### config.mk
export PLATFORM = sky130hd
export DESIGN_NAME = mux_arb_nto1
export DESIGN_NICKNAME = d
export VERILOG_FILES = /design/src/rtl/mux_pkg.sv /design/src/rtl/mux_arb_nto1_rr_arbiter.sv /design/src/rtl/mux_arb_nto1.sv
export SDC_FILE = /design/constraint.sdc
export NUM_CORES = 1
export LEC_CHECK = 0
export CAP_MARGIN = 10
export CORE_MARGIN = 2
export CORE_UTILIZATION = 40
export CTS_CLUSTER_DIAMETER = 120
export DETAILED_ROUTE_END_ITERATION = 10
export GPL_TIMING_DRIVEN = 0
export PLACE_DENSITY = 0.82
export SLEW_MARGIN = 10
export SYNTH_ARGS = -nofsm -noshare
export SYNTH_HDL_FRONTEND = slang
export SYNTH_HIERARCHICAL = 1
export SYNTH_SLANG_ARGS = --single-unit
export TNS_END_PERCENT = 20
### constraint.sdc
create_clock -name Clock -period 4.9 [get_ports Clock]
set_clock_uncertainty 0.2 [all_clocks]
set_input_delay 0.735 -clock Clock [delete_from_list [all_inputs] [get_ports Clock]]
set_output_delay 0.735 -clock Clock [all_outputs]
set_load 0.02 [all_outputs]
### src/rtl/mux_pkg.sv
// ---------------------------------------------------------------------------
// mux_pkg
// Shared constants and helpers for the N-to-1 arbitrating multiplexer.
//   DEFAULT_WIDTH : channel data width (matches the CPU datapath)
//   DEFAULT_N     : default number of input channels
//   idxWidth()    : width of a channel index, never less than one bit
//   MODE_FIXED    : Mode value selecting the channel addressed by S
//   MODE_RR       : Mode value selecting round-robin over valid channels
// ---------------------------------------------------------------------------
package mux_pkg;

    localparam int DEFAULT_WIDTH = 24;
    localparam int DEFAULT_N     = 4;

    localparam logic MODE_FIXED = 1'b0;
    localparam logic MODE_RR    = 1'b1;

    // A two-channel mux still needs a one-bit index, so clamp at 1.
    function automatic int idxWidth(input int n);
        if (n <= 2) begin
            return 1;
        end
        return $clog2(n);
    endfunction

endpackage

### src/rtl/mux_arb_nto1_rr_arbiter.sv
// ---------------------------------------------------------------------------
// rr_arbiter
// Round-robin grant with a rotating priority pointer.
//   clk_i    : clock
//   reset_i  : synchronous active-high reset, returns the pointer to 0
//   req_i    : request vector, one bit per channel
//   enable_i : arbitration allowed this cycle; a grant issued while enabled
//              is an accepted transfer and advances the pointer
//   grant_o  : one-hot grant (all zero when disabled or no request)
//   index_o  : binary index of the granted channel
// ---------------------------------------------------------------------------
module rr_arbiter
    import mux_pkg::*;
#(
    parameter  int N  = DEFAULT_N,
    localparam int IW = idxWidth(N)
) (
    input  logic          clk_i,
    input  logic          reset_i,
    input  logic [N-1:0]  req_i,
    input  logic          enable_i,
    output logic [N-1:0]  grant_o,
    output logic [IW-1:0] index_o
);

    logic [IW-1:0] ptr_q;
    logic [IW-1:0] ptr_d;

    // Search upward from the pointer, wrapping past N-1 back to 0. The
    // pointer is always below N, so a single subtraction keeps the
    // candidate in range. The first requester found wins.
    always_comb begin
        int  cand;
        logic found;
        grant_o = '0;
        index_o = '0;
        ptr_d   = ptr_q;
        found   = 1'b0;
        cand    = 0;
        for (int off = 0; off < N; off++) begin
            cand = int'(ptr_q) + off;
            if (cand >= N) begin
                cand = cand - N;
            end
            if (!found && enable_i && req_i[cand]) begin
                found         = 1'b1;
                grant_o[cand] = 1'b1;
                index_o       = IW'(cand);
            end
        end
        // Next search starts just past the winner so it gets lowest priority.
        if (found) begin
            if (int'(index_o) == N - 1) begin
                ptr_d = '0;
            end else begin
                ptr_d = index_o + IW'(1);
            end
        end
    end

    always_ff @(posedge clk_i) begin
        if (reset_i) begin
            ptr_q <= '0;
        end else begin
            ptr_q <= ptr_d;
        end
    end

endmodule

### src/rtl/mux_arb_nto1.sv
// ---------------------------------------------------------------------------
// mux_arb_nto1
// N-to-1 valid/ready multiplexer with a registered output stage. A channel
// is chosen either by the S input (fixed mode) or by a round-robin arbiter
// over the valid channels; the chosen word is captured into Dalja.
//   Clock       : sole clock
//   Reset       : synchronous active-high reset
//   Hyrja       : flattened channel data, channel i at [i*WIDTH +: WIDTH]
//   HyrjaValid  : per-channel valid
//   HyrjaReady  : per-channel ready (combinational, at most one bit high)
//   S           : channel select for fixed mode
//   Mode        : MODE_FIXED or MODE_RR
//   Dalja       : registered selected data
//   DaljaValid  : Dalja holds an unconsumed word
//   DaljaReady  : downstream accepts Dalja this cycle
//   DaljaIndex  : channel that produced the current Dalja
// ---------------------------------------------------------------------------
module mux_arb_nto1
    import mux_pkg::*;
#(
    parameter  int WIDTH = DEFAULT_WIDTH,
    parameter  int N     = DEFAULT_N,
    localparam int IW    = idxWidth(N)
) (
    input  logic               Clock,
    input  logic               Reset,
    input  logic [N*WIDTH-1:0] Hyrja,
    input  logic [N-1:0]       HyrjaValid,
    output logic [N-1:0]       HyrjaReady,
    input  logic [IW-1:0]      S,
    input  logic               Mode,
    output logic [WIDTH-1:0]   Dalja,
    output logic               DaljaValid,
    input  logic               DaljaReady,
    output logic [IW-1:0]      DaljaIndex
);

    logic [WIDTH-1:0] dalja_q,      dalja_d;
    logic             daljaValid_q, daljaValid_d;
    logic [IW-1:0]    daljaIndex_q, daljaIndex_d;

    logic             loadEnable;
    logic             rrEnable;
    logic [N-1:0]     rrGrant;
    logic [IW-1:0]    rrIndex;
    logic [N-1:0]     fixedGrant;
    logic [N-1:0]     grant;
    logic             accept;
    logic [WIDTH-1:0] selData;
    logic [IW-1:0]    selIndex;

    // The output register can take a new word when empty or when its
    // current word leaves this same cycle, giving one word per cycle.
    assign loadEnable = !daljaValid_q || DaljaReady;

    // The arbiter pointer only moves on round-robin accepts, never in
    // fixed mode and never during reset.
    assign rrEnable = (Mode == MODE_RR) && loadEnable && !Reset;

    rr_arbiter #(
        .N(N)
    ) uArbiter (
        .clk_i    (Clock),
        .reset_i  (Reset),
        .req_i    (HyrjaValid),
        .enable_i (rrEnable),
        .grant_o  (rrGrant),
        .index_o  (rrIndex)
    );

    // Fixed mode: only the addressed channel can be granted; an S value
    // outside 0..N-1 matches no channel and so grants nothing.
    always_comb begin
        fixedGrant = '0;
        for (int i = 0; i < N; i++) begin
            if ((Mode == MODE_FIXED) && (int'(S) == i) && HyrjaValid[i]) begin
                fixedGrant[i] = 1'b1;
            end
        end
    end

    assign grant      = (Mode == MODE_RR) ? rrGrant : fixedGrant;
    assign HyrjaReady = grant & {N{loadEnable && !Reset}};
    assign accept     = |HyrjaReady;
    assign selIndex   = (Mode == MODE_RR) ? rrIndex : S;

    // HyrjaReady is one-hot or zero, so an OR-reduction acts as the mux.
    always_comb begin
        selData = '0;
        for (int i = 0; i < N; i++) begin
            if (HyrjaReady[i]) begin
                selData = selData | Hyrja[i*WIDTH +: WIDTH];
            end
        end
    end

    // Output stage: capture on accept, empty when drained with nothing
    // new, otherwise hold the registered word and its index.
    always_comb begin
        dalja_d      = dalja_q;
        daljaValid_d = daljaValid_q;
        daljaIndex_d = daljaIndex_q;
        if (accept) begin
            dalja_d      = selData;
            daljaValid_d = 1'b1;
            daljaIndex_d = selIndex;
        end else if (DaljaReady) begin
            daljaValid_d = 1'b0;
        end
    end

    always_ff @(posedge Clock) begin
        if (Reset) begin
            dalja_q      <= '0;
            daljaValid_q <= 1'b0;
            daljaIndex_q <= '0;
        end else begin
            dalja_q      <= dalja_d;
            daljaValid_q <= daljaValid_d;
            daljaIndex_q <= daljaIndex_d;
        end
    end

    assign Dalja      = dalja_q;
    assign DaljaValid = daljaValid_q;
    assign DaljaIndex = daljaIndex_q;

endmodule

# --- Word level (Yosys, flattened, before mapping) ---
# Index checks and enable logic that the tools add are counted.
totals:
  register_bits: 29
  in_bits: 106
classes:
  n_eq_ne: 4
  order_cmp: 12
  muxes: 49
  add_sub_neg: 8
  bitwise: 8
  n_reduce_logical: 31
op_table:
  columns: ["op", "n"]
  rows:
  - ["32-bit by 1-bit >= comparator with 1-bit output, second input constant", 4]
  - ["32-bit by 4-bit < comparator with 1-bit output, second input constant", 4]
  - ["32-bit two-way mux", 4]
  - ["32-bit by 4-bit >= comparator with 1-bit output, second input constant", 3]
  - ["24-bit two-way mux", 4]
  - ["32-bit by 4-bit subtractor with 32-bit output, second input constant", 3]
  - ["24-bit OR", 3]
  - ["1-bit logical AND", 22]
  - ["1-bit two-way mux", 22]
  - ["4-bit two-way mux", 5]
  - ["2-bit two-way mux", 6]
  - ["4-bit OR", 3]
  - ["1-bit binary-select mux with 2-bit select", 4]
  - ["1-bit demux with 2-bit select", 4]
  - ["2-bit by 2-bit adder with 3-bit output, second input constant", 2]
  - ["1-bit logical NOT", 5]
  - ["4-bit bitwise AND", 1]
  - ["2-bit by 1-bit == test with 1-bit output, second input constant", 2]
  - ["2-bit == test, second input constant", 2]
  - ["4-bit OR reduction", 1]
  - ["2-bit by 3-bit subtractor with 4-bit output, second input constant", 1]
  - ["2-bit by 1-bit adder with 3-bit output, second input constant", 1]
  - ["2-bit by 3-bit >= comparator with 1-bit output, second input constant", 1]
  - ["2-bit by 1-bit adder with 2-bit output, second input constant", 1]
  - ["other kinds (4)", 4]

# --- Longest topological paths before layout ---
# Gate-level depths: netlist of the first run.
depth:
  word_depth: 28
  ltp_mapped: 16
  mapped_depth_nobuf: 13

# --- By module ---
# Netlist of the first run, hierarchy kept.
modules_own_cells:
  columns: ["mod", "instances", "cells_each", "area_each_um2", "seq_area_each_um2"]
  rows:
  - ["mux_arb_nto1", 1, 279, 2003.2, 540.5]
  - ["rr_arbiter", 1, 61, 535.5, 40.0]

# --- Worst setup path before layout of the first run ---
# Ideal clock, no wire load.
synth_path:
  path_kind: "register to output"
  startpoint: "register (tool-made name)"
  endpoint: "output port HyrjaReady[3]"
  n_path_buf: 2
  arrival_ns: 3.137
  slack_ns: 0.828
  path_stages_with_launch: 13
  required_ns: 3.965
  path_cell_list: "dfxtp_1 buf_2 inv_1 ha_1 mux4_2 or3_4 nor2_1 a22oi_1 o21ai_0 and2_1 clkbuf_1 nor2_4 nor2_1"
synth_lines:
  columns: ["item", "line_no", "text"]
  rows:
  - ["to (decl)", "mux_arb_nto1.sv:29", "output logic [N-1:0] HyrjaReady,"]

==> metrics.md, run 1 <==
| Metric | Value |
|---|---|
| Clock root cell | clkbuf_8 |
| DRT Pass-1 Iters | 4 |
| Worst R2R Path Depth | 15 |
| Chip Width | about 84 µm |
| Clk slew on worst S/H paths | 0.06 ns |
| CP Capture Type | output port |
| # diodes | 0 |
| Post-Syn Instances | between 300 and 400 |
| DRC viols | 0 |
| Crit Path Category | reg -> out |
| Slew Limit Fails | 0 |
| RSZ-0062 raised after global routing | no |
| Row count | 29 |
| Vias | between 3000 and 4000 |
| Hold WC Path Type | reg -> reg |
| Power density over cell area | ~210 nW/µm² |
| # IOs | 137 |
| Outcome | finished clean |
| Area of the die | 7000 µm² |
| Worst R2R Setup Slack | ~0.66 ns |
| Unique masters post-synth | 45 |
| Synthesis-stage register bit count | 29 |
| Hold Startpoint | Dalja[19]$_SDFFE_PP0P_ |
| Placer congestion estimate | around 0.94 |
| CP most frequent cell | clkbuf_2 |
| Delay-heaviest family, CP | simple AND/OR/NAND/NOR gates |
| Clk sinks | 29 |
| Min Hold Slack | 0.256 ns |
| # hold bufs at CTS | 0 |
| Dpl hpwl | approximately 7.3 mm |
| Initial antenna violation count | 0 |
| FF+latch area | a little under 600 µm² |
| Seq/Total Area, Yosys | a little under a quarter |
| Total grt overflow | 0 |
| Min Tclk post-route | 4.66 ns |
| Design Power | 850 µW |
| Worst path depth | 13 |
| Post-synthesis area per instance | roughly 7.5 µm² |
| Worst Setup Start Kind | flip-flop |
| Fin nets | 596 |
| Cts bufs inserted | 5 |
| DR iter-0 viols | 252 |
| Vias in the first global route | ~3300 |
| R2r endpoint | Dalja[11]$_SDFFE_PP0P_ |
| Leakage | roughly 0.0014 µW |
| Pre-CTS setup slack | -0.541 ns |
| Largest net degree at the start of global routing | 11 |
| Buffers plus inverters on the worst setup path | 4 |
| Share of cells above drive strength 1 | 16.8% |
| Final wirelength | 9.59 mm |
| Slew @ Worst Pin | around 0.73 ns |
| Leading cell type in the layout, fill and taps excluded | clkdlybuf4s50_1 |
| Period utilization | about 95% |
| EDFF count, synth | 0 |
| CTS max path bufs | 2 |
| First-pass GRT wire length | approximately 16 mm |
| Fillcell total | roughly 580 |
| Main synth FF type | dfxtp_1 |
| # setup viols final | 0 |
| DR WL/cell | roughly 17 µm |
| CP arrival | around 3.7 ns |
| Synthesis Warnings | 6 |
| Core area | 6240 µm² |
| Max Cap Violations | 0 |
| Port Buf Inserts | between 100 and 150 |
| Initial core utilization | 40.7% |
| H-Tree Depth | 2 |
| Final core utilization | between 60% and 70% |
| Final ANT Viol Nets | 0 |
| Setup crit end | HyrjaReady[1] |
| GRT Total Usage | a little over a quarter |
| Commonest non-fill, non-tap cells in the layout | 132 x clkdlybuf4s50_1, 98 x o21ai_0, 32 x nand2_1 |
| TritonCTS clock tree | built |
| Die Y | between 80 and 90 µm |
| Rel. slew slack | between 50% and 60% |
| Via density | 5.76 |
| Mapped Nets | 454 |
| Syn Std Cell Area | ~2500 µm² |
| Ys async rst share | 0% |
| Slowest-stage cell, CP | mux4_2 |
| Required time worst endpoint | 3.96 ns |
| Final Hold Viols | 0 |
| CP max FO | 10 |
| Insertion delay to the later sink of the worst-skew pair | 0.28 ns |
| Area Growth Syn to Fin | 61.9% |
| Final worst setup slack | ~0.24 ns |
| Area of the multi-input gates | approximately 1800 µm² |
| F_max | 215 MHz |
| CP max stage delay | slightly below 0.6 ns |
| Peak VDD IR | about 0.00020 V |
| Worst-path cell chain | buf_2 > inv_1 > ha_1 > mux4_2 > or3_4 > nor2b_2 > a22oi_1 > o21ai_0 > and2_0 > clkbuf_2 > nor2_2 > nor2_1 > clkbuf_2 |
flip-flops by register name, indices dropped and copies added (netlist names), named ones only:
name,count
DaljaValid,1
Dalja,24
uArbiter/ptr_q,1
DaljaIndex,2
logic make-up (layout without fill, tap and decap cells):
kind of cell             count (synthesis)  after routing  share of synthesized area, %
XOR/XNOR                                 1              1                         0.345
AO/OA/AOI/OAI                          149            149                          35.6
buffers and inverters                   37            180                          7.54
flip-flops                              29             29                          22.9
multiplexers                             7              7                          4.73
adder cells (fa/ha/maj)                  8              8                          3.94
AND/OR/NAND/NOR                        109            109                          24.9
per-layer routing:
layer  global-route usage, %  up-vias  part of all wire, %
li1                        -     1529                    -
met1                    32.1     1515                   41
met2                    49.0      163                   51
met3                    5.84       16                  6.2
met4                    7.18        0                  1.6
met5                       0        -                    0
power by group:
| part | internal (µW) | total, µW | leakage [µW] | switching, µW |
|---|---|---|---|---|
| combinational | 173 | 331 | 0.00114 | 159 |
| clock | 166 | 257 | 0.0000585 | 91.2 |
| sequential | 249 | 262 | 0.000235 | 13.2 |
Yosys cell counts, types with 3 or more instances:
library cell / instances / area share (%)
o21ai_1: 4 / 0.79
nor2_2: 3 / 0.74
mux2i_1: 3 / 1.2
buf_2: 3 / 0.59
o21ai_0: 98 / 19
a22oi_1: 8 / 2.4
nor2_1: 9 / 1.3
a31oi_1: 3 / 0.74
dfxtp_1: 29 / 23
ha_1: 8 / 3.9
and2_0: 3 / 0.74
a21oi_1: 7 / 1.4
a21oi_2: 19 / 6.6
mux4_2: 4 / 3.5
buf_6: 3 / 1.3
clkbuf_1: 22 / 3.3
nand2_2: 18 / 4.4
nor2b_1: 3 / 0.74
inv_1: 6 / 0.89
nand2_1: 32 / 4.7
nand4_1: 24 / 5.9
worst min path at each step:
stage / to / slack, ns / cells after the start
after floorplan: Dalja[15]$_SDFFE_PP0P_ / 0.33 / 2
after global placement: Dalja[18]$_SDFFE_PP0P_ / 0.24 / 2
after detailed placement: Dalja[19]$_SDFFE_PP0P_ / 0.25 / 2
after CTS: Dalja[19]$_SDFFE_PP0P_ / 0.26 / 2
after global routing: Dalja[19]$_SDFFE_PP0P_ / 0.29 / 2
final: Dalja[19]$_SDFFE_PP0P_ / 0.26 / 2
stage by stage:
step / TNS, ns / cell area (µm²) / instances
after floorplan: 0 / 2540 / 340
after global placement: -1.37 / 4000 / 553
after detailed placement: -1.80 / 4000 / 553
after CTS: -0.0421 / 4120 / 560
after global routing: 0 / 4110 / 560
final: 0 / 4110 / 560
worst min-delay path: cells and delay by family (launching register included):
family	cells	cell delay (ns)
AO/OA/AOI/OAI	1	0.05
AND/OR/NAND/NOR	1	0.05
flip-flops	1	0.31
area by class of cell:
class	count	share of cell area, %
Buffer	30	4.11
Clock buffer	7	2.10
Clock inverter	1	0.731
Inverter	6	0.548
Multi-Input combinational cell	274	43.2
Sequential cell	29	14.2
Tap cell	77	2.34
Timing Repair Buffer	136	32.8
repair_timing:
| item | in CTS | in global routing |
|---|---|---|
| buffers inserted | 0 | 0 |
| gates resized for setup | 10 | 9 |
| endpoints found under the setup margin | 4 | 4 |
Note: power is estimated with default switching activity, not from simulation.
==> run 2: changes to the inputs <==
- CORE_UTILIZATION: 40 -> 39
- RECOVER_POWER: unset -> 50
- SYNTH_HIERARCHICAL: 1 -> unset
==> run 2 against run 1 <==
Combinational power rose by 53%. Sequential power rose by 11%. First-iteration DRC count fell by 57%. Critical path depth fell by 2. Synthesized cell count fell by 30%. Critical endpoint is now HyrjaReady[3].
==> metrics.md, run 2 <==
| Metric | Value |
|---|---|
| Port Buf Inserts | approximately 140 |
| Slew @ Worst Pin | between 0.5 and 0.6 ns |
| Final ANT Viol Nets | 0 |
| Share of cells above drive strength 1 | 14.6% |
| Placed insts | 450 |
| Leakage | 0.00138 µW |
| Unique masters post-synth | 39 |
| Final Hold Viols | 0 |
| Outcome | finished clean |
| Min Tclk post-route | 4.85 ns |
| Commonest non-fill, non-tap cells in the layout | 109 x clkdlybuf4s50_1, 48 x a22oi_1, 29 x dfxtp_1 |
| EDFF count, synth | 0 |
| Chip Width | just over 80 µm |
| Peak VDD IR | approximately 0.00015 V |
| CTS max path bufs | 2 |
| Clk sinks | 29 |
| Top cells by count, synth | 48 x a22oi_1, 29 x dfxtp_1, 24 x o31ai_1 |
| Die Y | between 80 and 90 µm |
| F_max | 206 MHz |
| Placed inst area | roughly 3900 µm² |
| Mapped Nets | approximately 350 |
| Synth area leaders | dfxtp_1 24%, a31oi_4 18%, a22oi_1 15%, o31ai_1 7.4%, mux4_2 3.7% |
| Syn Std Cell Area | about 2400 µm² |
| Synthesis-stage register bit count | 29 |
| Max FFs per register | 24 |
| DR iter-0 viols | 109 |
| DRT Pass-1 Iters | 5 |
| Via density | around 5.7 |
| Crit Path Category | reg -> out |
| # hold bufs at CTS | 0 |
| Final wirelength | between 7 and 8 mm |
| Largest net degree at the start of global routing | 11 |
| Yosys top cell by area | dfxtp_1 |
| Period utilization | just under 100% |
| TritonCTS clock tree | built |
| First-pass GRT wire length | between 10 and 15 mm |
| Clk slew on worst S/H paths | ~0.070 ns |
| Core area | a little under 6000 µm² |
| Fin nets | roughly 500 |
| Yosys top cell area share | between 20% and 30% |
| Initial core utilization | between 40 and 50% |
| Non-Filler Instances | 458 |
| # setup viols final | 0 |
| Clock root cell | clkbuf_8 |
| Required time worst endpoint | 3.96 ns |
| # diodes | 0 |
| Synthesis Warnings | 0 |
| Max Cap Violations | 0 |
| Placer congestion estimate | 0.879 |
| DR WL/cell | 17.4 µm |
| Slew Limit Fails | 0 |
| Row count | 28 |
| Post-Syn Instances | roughly 240 |
| CP arrival | a little under 4 ns |
| Power density over cell area | 251 nW/µm² |
| Insertion delay to the later sink of the worst-skew pair | 0.28 ns |
| DRC viols | 0 |
| Area Growth Syn to Fin | 64.8% |
| Hold WC Path Type | reg -> reg |
| Vias in the first global route | between 2000 and 3000 |
| Ys async rst share | 0% |
| Post-route cell area | approximately 4000 µm² |
| Worst Setup Start Kind | flip-flop |
| Setup tns final | 0 ns |
| Most common cell in the netlist | a22oi_1 |
| Dpl hpwl | around 6.3 mm |
| GRT Total Usage | a little under a quarter |
| Total grt overflow | 0 |
| CP Capture Type | output port |
| H-Tree Depth | 2 |
| RSZ-0062 raised after global routing | yes |
| # IOs | roughly 140 |
| Seq/Total Area, Yosys | a little under a quarter |
| Cts bufs inserted | 5 |
| Initial antenna violation count | 0 |
| Leading cell type in the layout, fill and taps excluded | clkdlybuf4s50_1 |
| CP max FO | 10 |
| Post-synthesis area per instance | slightly above 10 µm² |
| Vias | 2625 |
| Area of the die | about 6900 µm² |
| Main synth FF type | dfxtp_1 |
| Rel. slew slack | between 60 and 70% |
## run 2: cell count changes after synthesis, sizes merged, moves of 5 or more
cell    previous run  this run
o31ai              0        25
nor2              13         6
clkbuf            22        11
a22oi              8        49
nand2             50         8
a31oi              3        28
a21oi             26         7
o21ai            102        11
nand4             24         1
and2               5         0
## run 2: path summary, 6_finish.rpt
kind	from	endpoint	slack, ns	depth (start not counted)
hold / removal	DaljaIndex[1]$_SDFFE_PP0P_	DaljaIndex[1]$_SDFFE_PP0P_	0.25	2
setup reg to reg	flip-flop	Dalja[12]$_SDFFE_PP0P_	0.96	12
hold reg to reg	DaljaIndex[1]$_SDFFE_PP0P_	DaljaIndex[1]$_SDFFE_PP0P_	0.25	2
setup / recovery	flip-flop	HyrjaReady[3]	0.05	11
## run 2: power by group
part | leakage (µW) | switching (µW) | internal [µW] | total [µW]
logic | 0.00110 | 262 | 246 | 508
clock network | 0.0000443 | 92.3 | 111 | 204
registers | 0.000240 | 19.6 | 273 | 292
## run 2: repair_timing
item,CTS,global route
gates resized for setup,7,1
pin swaps,1,1
setup endpoints to repair,4,4
buffers inserted,0,1
gates cloned,0,0
## run 2: critical path, cell delays in order (launching register included)
cell and delay [ns]:
dfxtp_1 0.48, buf_6 0.19, inv_1 0.12, ha_1 0.30, buf_2 0.18, mux4_2 0.55
nand2b_2 0.17, a211oi_2 0.08, a2111oi_2 0.57, nor2_2 0.19, buf_2 0.24, clkdlybuf4s50_1 0.56
## run 2: cell type report
cell class / instances / area [µm²]
clock buffer: 7 / 86.3
buffer: 21 / 139
tap: 75 / 93.8
timing repair buffer: 137 / 1370
multi-input combinational: 178 / 1690
inverter: 11 / 41.3
sequential: 29 / 581
fill: 505 / 1960
## run 2: layer usage
metal	wire [µm]	global-route usage [%]	vias to the layer above
met2	4040	41.3	120
met1	3110	27.3	1227
met5	0	0	-
met3	650	6.06	11
li1	-	-	1267
met4	152	7.15	0
## run 2: metrics by stage
stage | util (%) | power (µW) | hold WS (ns) | worst slack (ns)
global route | 67.1 | 1060 | 0.300 | -0.129
detailed placement | 65.2 | 814 | 0.244 | -0.147
CTS | 67.0 | 1020 | 0.253 | 0.0401
finish | 67.1 | 1000 | 0.254 | 0.0546
floorplan | - | 599 | 0.327 | 1.15
global placement | 65.2 | 806 | 0.238 | -0.131
## run 2: cells by family (layout without fill, tap and decap cells)
kind of cell / Yosys count / after routing / synth area share, %
compound gates: 134 / 134 / 53.3
xor+xnor: 1 / 1 / 0.361
fa+ha+maj: 7 / 7 / 3.61
buf+inv: 32 / 176 / 7.22
flops: 29 / 29 / 23.9
mux: 9 / 9 / 5.78
simple gates: 27 / 27 / 5.78
==> variant: new RTL, config.mk and constraints of run 2 <==
Set the package constant `DEFAULT_WIDTH` to 32 (it was 24).
--- a/src/rtl/mux_pkg.sv
+++ b/src/rtl/mux_pkg.sv
@@ -10,5 +10,5 @@
 package mux_pkg;
 
-    localparam int DEFAULT_WIDTH = 24;
+    localparam int DEFAULT_WIDTH = 32;
     localparam int DEFAULT_N     = 4;
 
Ports: changed (resized Dalja and Hyrja); port bits go from 137 to 177. No check against the original RTL was run, so the function may have changed too.
==> variant against run 2 <==
Critical path depth shrank 4. Non-clock buffer count is 57 higher. Synthesized cell count increased by 38%. First-iteration DRC count rose by 44%. Worst setup slack better by 0.14 ns. Sequential cell count rose by 8. Power grew 8.6%. Global-route usage up 2.9 points. Wire length up 41%. Cell area up 22%. Synthesized area up 19%. Sequential share of layout area is 0.74 points higher. Clock power is 4% higher. Critical path type is now input port to output port. Largest power group unchanged.
==> variant: results (changes against run 2) <==
Run status
  • Run status: finished clean (unchanged)

Critical path
  • Reg2reg end: DaljaIndex[0]$_SDFFE_PP0P_ (was Dalja[12]$_SDFFE_PP0P_)
  • Crit Path Max Fanout: 17 (was 10)
  • R2R setup slack: 0.91 ns (was 0.96 ns)

Synthesis
  • Synth Area in XOR/XNOR: 0% (was 0.361%)
  • Commonest cells in the netlist: a22oi_1 (66), dfxtp_1 (37), nand3b_1 (35) (was a22oi_1 (48), dfxtp_1 (29), o31ai_1 (24))
  • Largest cells by area after synthesis: dfxtp_1 (26%), a22oi_1 (17%), o41ai_1 (9.7%) (was dfxtp_1 (24%), a31oi_4 (18%), a22oi_1 (15%))
  • Synth cell types: 43 (was 39)
  • Post-synthesis adder-cell area fraction: 3.46% (was 3.61%)
  • Mux contribution to synthesized area: 6.02% (was 5.78%)
  • Post-synthesis sequential area ratio: 25.6% (was 23.9%)
  • Synth Instances: 331 (was 239)

Final layout
  • Non-clock buffers: 215 (was 158)
  • Inverters: 4 (was 11)
  • Nets: 654 (was 496)
  • Register area: 742 um^2 (was 581 um^2)
  • Area of the multi-input gates: 0.00196 mm^2 (was 0.00169 mm^2)
  • Max reg flops: 32 (was 24)
  • Clock-cell share: 1.70% (was 2.16%)

Global routing
  • Met2 usage: 45.4% (was 41.3%)
  • Total GRT Usage: 26.2% (was 23.3%)
  • Largest net degree at the start of global routing: 20 (was 11)
  • Global-route wire length before repair: 17,600 um (was 13,200 um)
  • Met3 GRT Util: 4.44% (was 6.06%)

Timing
  • Max_slew headroom: 49.9% (was 65.6%)
  • Smallest hold slack: 0.271 ns (was 0.254 ns)

Placement
  • Placed Area: 0.00475 mm^2 (was 0.00388 mm^2)

Floorplan
  • Die width: 90.1 um (was 82.9 um)

Route
  • Initial DRC Count: 157 (was 109)
  • Routed wire length: 11,200 um (was 7950 um)

Power
  • Static Leak: 0.00185 uW (was 0.00138 uW)
  • Switching Fraction: 35.1% (was 37.2%)
==> variant: changes by cell type after synthesis, sizes merged, moves of 4 or more <==
cell | run 2 | this run
o21ai | 11 | 3
nand2 | 8 | 4
o31ai | 25 | 0
a22oi | 49 | 66
dfxtp | 29 | 37
clkbuf | 11 | 32
o41ai | 0 | 32
o211a | 0 | 4
a31oi | 28 | 32
inv | 9 | 2
nand3b | 1 | 35
==> variant: critical path, stage by stage <==
cell             delay [ns]
clkdlybuf4s50_1        0.67
or3b_2                 0.49
a211oi_1               0.46
a21bo_2                0.27
clkbuf_1               0.16
nand2_2                0.30
clkdlybuf4s50_1        0.68
==> variant: power by group through the flow <==
stage	registers, uW	logic [uW]	clock network [uW]
2_1_floorplan	419	217	0
3_3_place_gp	369	517	0
3_5_place_dp	371	522	0
4_1_cts	365	527	213
5_1_grt	368	552	228
6_report	363	515	212
